[src/rtl/btn_step_conditioner.sv]
// -----------------------------------------------------------------------------
// btn_step_conditioner
//
// Turns the raw push-button (btnd) into clean one-cycle step events for the
// order-feed/strategy simulation. The button is synchronized into sys_clk,
// debounced by a four-state FSM, and each accepted press raises one step
// request. That request is handed off through a step_ready handshake that can
// hold at most one pending step. A wrapping counter records every step issued.
//
// Optional build macro:
//   BTN_AUTOREPEAT_EN - while the button stays held, raise further step
//                       requests REPEAT_DELAY cycles after the press is
//                       accepted, then every REPEAT_PERIOD cycles. When the
//                       macro is not defined, the repeat timer does not exist
//                       and each press gives exactly one step.
//
// Ports:
//   sys_clk     in   system clock; all logic runs on its rising edge
//   sys_rst_n   in   asynchronous active-low reset
//   btn_raw     in   raw asynchronous button level
//   step_ready  in   downstream can accept a step in this cycle
//   step_pulse  out  one-cycle step event; only asserted while step_ready=1
//   btn_level   out  debounced button level (registered)
//   step_count  out  number of step_pulses issued; wraps to zero
//   overrun     out  sticky; a step request arrived while one was pending
// -----------------------------------------------------------------------------
module btn_step_conditioner #(
    parameter int unsigned DEBOUNCE_CYCLES = 50,
    parameter int unsigned COUNT_W         = 16
`ifdef BTN_AUTOREPEAT_EN
    ,
    parameter int unsigned REPEAT_DELAY    = 2000,
    parameter int unsigned REPEAT_PERIOD   = 500
`endif
) (
    input  logic               sys_clk,
    input  logic               sys_rst_n,
    input  logic               btn_raw,
    input  logic               step_ready,
    output logic               step_pulse,
    output logic               btn_level,
    output logic [COUNT_W-1:0] step_count,
    output logic               overrun
);

    typedef enum logic [1:0] {
        IDLE,
        PRESS_WAIT,
        HELD,
        RELEASE_WAIT
    } state_t;

    // Terminal value of the debounce counter. The level must be stable for
    // DEBOUNCE_CYCLES samples in the wait state before it is accepted.
    localparam logic [15:0] DBNC_MAX = 16'(DEBOUNCE_CYCLES - 1);

    logic               s1_q, s1_d;
    logic               s2_q, s2_d;
    state_t             state_q, state_d;
    logic [15:0]        cnt_q, cnt_d;
    logic               btn_level_q, btn_level_d;
    logic               req_q, req_d;
    logic               pending_q, pending_d;
    logic               overrun_q, overrun_d;
    logic [COUNT_W-1:0] step_count_q, step_count_d;
    logic               press_req;
    logic               repeat_req;

    // -------------------------------------------------------------------------
    // Two-flop synchronizer; only s2 feeds the FSM.
    // -------------------------------------------------------------------------
    always_comb begin
        s1_d = btn_raw;
        s2_d = s1_q;
    end

    // -------------------------------------------------------------------------
    // Debounce FSM. The counter restarts on every state entry, so each wait
    // state measures a fresh run of stable samples.
    // -------------------------------------------------------------------------
    always_comb begin
        // NOTE: every signal gets a default before the case statement, so no
        // path through the block can leave it unassigned and infer a latch.
        state_d   = state_q;
        cnt_d     = '0;
        press_req = 1'b0;
        unique case (state_q)
            IDLE: begin
                if (s2_q) state_d = PRESS_WAIT;
            end
            PRESS_WAIT: begin
                if (!s2_q) begin
                    state_d = IDLE;           // glitch too short; no step
                end else if (cnt_q == DBNC_MAX) begin
                    state_d   = HELD;
                    press_req = 1'b1;
                end else begin
                    cnt_d = cnt_q + 16'd1;
                end
            end
            HELD: begin
                if (!s2_q) state_d = RELEASE_WAIT;
            end
            RELEASE_WAIT: begin
                if (s2_q) begin
                    state_d = HELD;           // bounce while held; no new step
                end else if (cnt_q == DBNC_MAX) begin
                    state_d = IDLE;
                end else begin
                    cnt_d = cnt_q + 16'd1;
                end
            end
            default: state_d = IDLE;
        endcase
        // The debounced level follows the FSM state it is entering, so it
        // changes on the same edge as the HELD / IDLE transition.
        btn_level_d = (state_d == HELD) || (state_d == RELEASE_WAIT);
    end

`ifdef BTN_AUTOREPEAT_EN
    // -------------------------------------------------------------------------
    // Auto-repeat timer. It runs only while the FSM stays in HELD with the
    // button still down, and clears whenever HELD is left.
    // -------------------------------------------------------------------------
    localparam logic [15:0] RPT_DELAY_MAX  = 16'(REPEAT_DELAY - 1);
    localparam logic [15:0] RPT_PERIOD_MAX = 16'(REPEAT_PERIOD - 1);

    logic [15:0] rpt_cnt_q, rpt_cnt_d;
    logic        rpt_armed_q, rpt_armed_d;   // first repeat already issued

    always_comb begin
        rpt_cnt_d   = '0;
        rpt_armed_d = 1'b0;
        repeat_req  = 1'b0;
        if (state_q == HELD && s2_q) begin
            rpt_armed_d = rpt_armed_q;
            if (rpt_cnt_q == (rpt_armed_q ? RPT_PERIOD_MAX : RPT_DELAY_MAX)) begin
                repeat_req  = 1'b1;
                rpt_armed_d = 1'b1;
            end else begin
                rpt_cnt_d = rpt_cnt_q + 16'd1;
            end
        end
    end

    always_ff @(posedge sys_clk or negedge sys_rst_n) begin
        if (!sys_rst_n) begin
            rpt_cnt_q   <= '0;
            rpt_armed_q <= 1'b0;
        end else begin
            rpt_cnt_q   <= rpt_cnt_d;
            rpt_armed_q <= rpt_armed_d;
        end
    end
`else
    assign repeat_req = 1'b0;
`endif

    // -------------------------------------------------------------------------
    // Step handshake. A request is registered for one cycle. It fires directly
    // if the consumer is ready; otherwise it parks in the single pending slot.
    // A request that finds the slot already occupied is dropped and recorded
    // in the sticky overrun flag.
    // -------------------------------------------------------------------------
    always_comb begin
        req_d      = press_req | repeat_req;
        step_pulse = step_ready & (req_q | pending_q);
        pending_d  = pending_q;
        overrun_d  = overrun_q;
        if (pending_q) begin
            if (step_ready) pending_d = 1'b0;
            if (req_q)      overrun_d = 1'b1;
        end else if (req_q && !step_ready) begin
            pending_d = 1'b1;
        end
        step_count_d = step_count_q + COUNT_W'(step_pulse);
    end

    // NOTE: state is updated only with non-blocking assignments, so every flop
    // samples the values from before the edge, whatever the statement order.
    always_ff @(posedge sys_clk or negedge sys_rst_n) begin
        if (!sys_rst_n) begin
            s1_q         <= 1'b0;
            s2_q         <= 1'b0;
            state_q      <= IDLE;
            cnt_q        <= '0;
            btn_level_q  <= 1'b0;
            req_q        <= 1'b0;
            pending_q    <= 1'b0;
            overrun_q    <= 1'b0;
            step_count_q <= '0;
        end else begin
            s1_q         <= s1_d;
            s2_q         <= s2_d;
            state_q      <= state_d;
            cnt_q        <= cnt_d;
            btn_level_q  <= btn_level_d;
            req_q        <= req_d;
            pending_q    <= pending_d;
            overrun_q    <= overrun_d;
            step_count_q <= step_count_d;
        end
    end

    assign btn_level  = btn_level_q;
    assign step_count = step_count_q;
    assign overrun    = overrun_q;

endmodule

[config.mk]
export PLATFORM = sky130hd
export DESIGN_NAME = btn_step_conditioner
export DESIGN_NICKNAME = d
export VERILOG_FILES = /design/src/rtl/btn_step_conditioner.sv
export SDC_FILE = /design/constraint.sdc
export NUM_CORES = 1
export LEC_CHECK = 0
export CAP_MARGIN = 20
export CORE_UTILIZATION = 45
export CTS_CLUSTER_DIAMETER = 80
export DETAILED_ROUTE_END_ITERATION = 12
export DONT_BUFFER_PORTS = 1
export PLACE_DENSITY = 0.61
export SETUP_SLACK_MARGIN = 0.2
export SKIP_LAST_GASP = 1
export SYNTH_ARGS = -nofsm -noshare
export SYNTH_HDL_FRONTEND = slang
export SYNTH_SLANG_ARGS = --single-unit
export TNS_END_PERCENT = 1
[constraint.sdc]
create_clock -name sys_clk -period 2.2 [get_ports sys_clk]
set_input_delay 0.66 -clock sys_clk [delete_from_list [all_inputs] [get_ports sys_clk]]
set_output_delay 0.66 -clock sys_clk [all_outputs]
set_load 0.005 [all_outputs]
==> out/qor.txt <==
run status - finished, final reports clean
clock buffer depth - 2
setup_tns - 0 ns
DR WL/cell - 14.70 um
largest net degree at the start of global routing - 41
Worst EP required - 2.43 ns
Setup crit end kind - flop
Post-CTS Hold Buffers - 0
Crit path largest cell delay - 0.35 ns
crit path cell chain - nor2_1, nor2b_1, ha_1, ha_1, and4_1, nand4_1, nor2_1, xor2_1
fin crit share - 0.8176
Comb pwr share - 0.011
cts bufs inserted - 5
total power draw - 1.397 mW
DR vias/cell - 5.433
# clock sinks - 40
Worst Path Arrival - 2.03 ns
Post-synth EDFFs - 0
Lkg Pwr - 0.8761 nW
ys flop type - dfrtp_1
die width - 65.67 um
peak supply drop - 0.0005476 V
max cap viols - 0
crit path launch type - flop
Sw Ratio - 0.1964
# diodes - 0
nets - 169
Syn Inst Count - 154
DR pass1 iterations - 5
DR iter-0 viols - 70
number of setup violations in the final report - 0
clk_skew - 0.009380 ns
synthesized cell area - 1824 um2
share of cells above drive strength 1 - 0.1481
Worst-path clk slew - 0.08 ns
H-tree Lvls - 2
internal power - 1.123 mW
chip height - 65.67 um
core area - 3771 um2
Fill cells - 331
Clk Latency, worst-skew pair - 0.30 ns
slew margin rel. - 0.7627
clk root buf - clkbuf_8
worst hold path class - primary input to async pin
Worst-Margin Slew - 0.3550 ns
asr flop ratio synth - 1.000
Placed Area - 1884 um2
Post-CTS Resized - 0
post-route cell area - 2006 um2
synthesized area per cell - 11.85 um2
grt ovf - 0
post-CTS setup buffer count - 0
critical path type - flop to flop
Switching Power - 0.2744 mW
Critical path buffers and inverters - 0
Yosys warning count - 0
I/O pin total - 23
vias in the first global route - 1,202
initial antenna violation count - 0
minimum clock period - 1.799 ns
DRC violations left - 0
GP Congestion - 0.7278
first-pass GRT wire length - 5451 um
power per cell area - 696.5 nW/um2
Worst Path Max Fanout - 4
Achievable Freq - 0.5560 GHz
Synth Register Bits - 40
RSZ-0062 raised after global routing - no
Final Hold Vio Count - 0
Port Buf Inserts - 0
Top delay family on crit path - simple AND/OR/NAND/NOR gates
CTS tree - yes
DIE AREA - 4313 um2
HPWL Detailed - 2135 um
clock power share - 0.448
Routed Antenna Nets - 0
register share of total power - 0.542
sequential element share of the synthesized area - 0.5487
Max Slew Vio Count - 0
Slowest cell on crit path - dfrtp_1
Initial Utilization - 0.4837
Syn Nets - 162
Distinct cells, synth - 28
Synth-to-Final Area Change - 9.945%
gr usage total - 0.1727
final WL - 3086 um
DR vias - 1,141
row count - 22
synth_stat cells (3+ instances only):
library cell / n / area, um2
nor3_1: 5 / 25.02
nand2_1: 10 / 37.54
nor2_1: 22 / 82.58
nand4_1: 6 / 37.54
nand3_1: 7 / 35.03
ha_1: 4 / 50.05
inv_1: 3 / 11.26
nor4_2: 6 / 75.07
dfrtp_1: 40 / 1001
xnor2_1: 21 / 183.9
xor2_1: 8 / 70.07
power groups by stage:
| stage | Combinational, mW | Sequential [mW] | Clock [mW] |
|---|---|---|---|
| 2_1_floorplan | 0.0134 | 0.769 | 0 |
| 3_3_place_gp | 0.0154 | 0.770 | 0 |
| 3_5_place_dp | 0.0163 | 0.772 | 0 |
| 4_1_cts | 0.0162 | 0.757 | 0.648 |
| 5_1_grt | 0.0185 | 0.758 | 0.683 |
| 6_report | 0.0153 | 0.756 | 0.625 |
cells in the final DEF (no fill, tap or decap), types with 5 or more instances in the layout:
cell      instances
clkbuf_8          6
dfrtp_1          40
nand2_1          10
nand3_1           7
nand4_1           6
nor2_1           22
nor3_1            5
nor4_2            6
xnor2_1          21
xor2_1            8
cell families (layout without fill, tap and decap cells):
logic type	count (synthesis)	in the layout	synth area share
buffers and inverters	4	12	0.01029
flip-flops	40	40	0.5487
adder cells (fa/ha/maj)	4	4	0.02744
AND/OR/NAND/NOR	74	74	0.2579
XOR/XNOR	29	29	0.1392
multiplexers	2	2	0.01234
AO/OA/AOI/OAI	1	1	0.004117
sequential cells by signal, indices dropped and copies added, names as in the netlist:
signal and count:
pending_q 1, s2_q 1, state_q 2, step_count 16, overrun 1, cnt_q 16
req_q 1, s1_q 1, btn_level 1
through the flow:
| step | std cells | utilization | setup WS [ns] | hold WS [ns] |
|---|---|---|---|---|
| after floorplan | 154 | - | 0.2475 | 0.3312 |
| after global placement | 202 | 0.4997 | 0.1992 | 0.3398 |
| after detailed placement | 202 | 0.4997 | 0.1245 | 0.3450 |
| after CTS | 210 | 0.5319 | 0.3830 | 0.04091 |
| after global routing | 210 | 0.5319 | 0.2327 | 0.02192 |
| final | 210 | 0.5319 | 0.4013 | 0.04698 |
per-layer routing:
layer,GRT usage,share of wire
met2,0.2793,0.50
met5,0,0
met3,0.07639,0.045
met4,0.07065,0.016
met1,0.1969,0.44
worst paths after layout:
path | startpoint | end | slack, ns | cells past startpoint
max | pending_q | step_count[12] | 0.40 | 8
min | sys_rst_n | step_count[9] | 0.05 | 0
max reg2reg | pending_q | step_count[12] | 0.40 | 8
min reg2reg | s1_q | s2_q | 0.36 | 0
max in group asynchronous | sys_rst_n | cnt_q[3] | 2.04 | 0
min in group sys_clk | s1_q | s2_q | 0.36 | 0
cell type report:
type / instances / area (um2) / area share
Inverter: 3 / 11.26 / 0.005614
Sequential cell: 40 / 1001 / 0.4991
Clock buffer: 6 / 82.58 / 0.04117
Timing Repair Buffer: 1 / 7.507 / 0.003743
Tap cell: 48 / 60.06 / 0.02994
Multi-Input combinational cell: 110 / 804.5 / 0.4011
Clock inverter: 2 / 38.79 / 0.01934
Note: power is estimated with default switching activity, not from simulation.
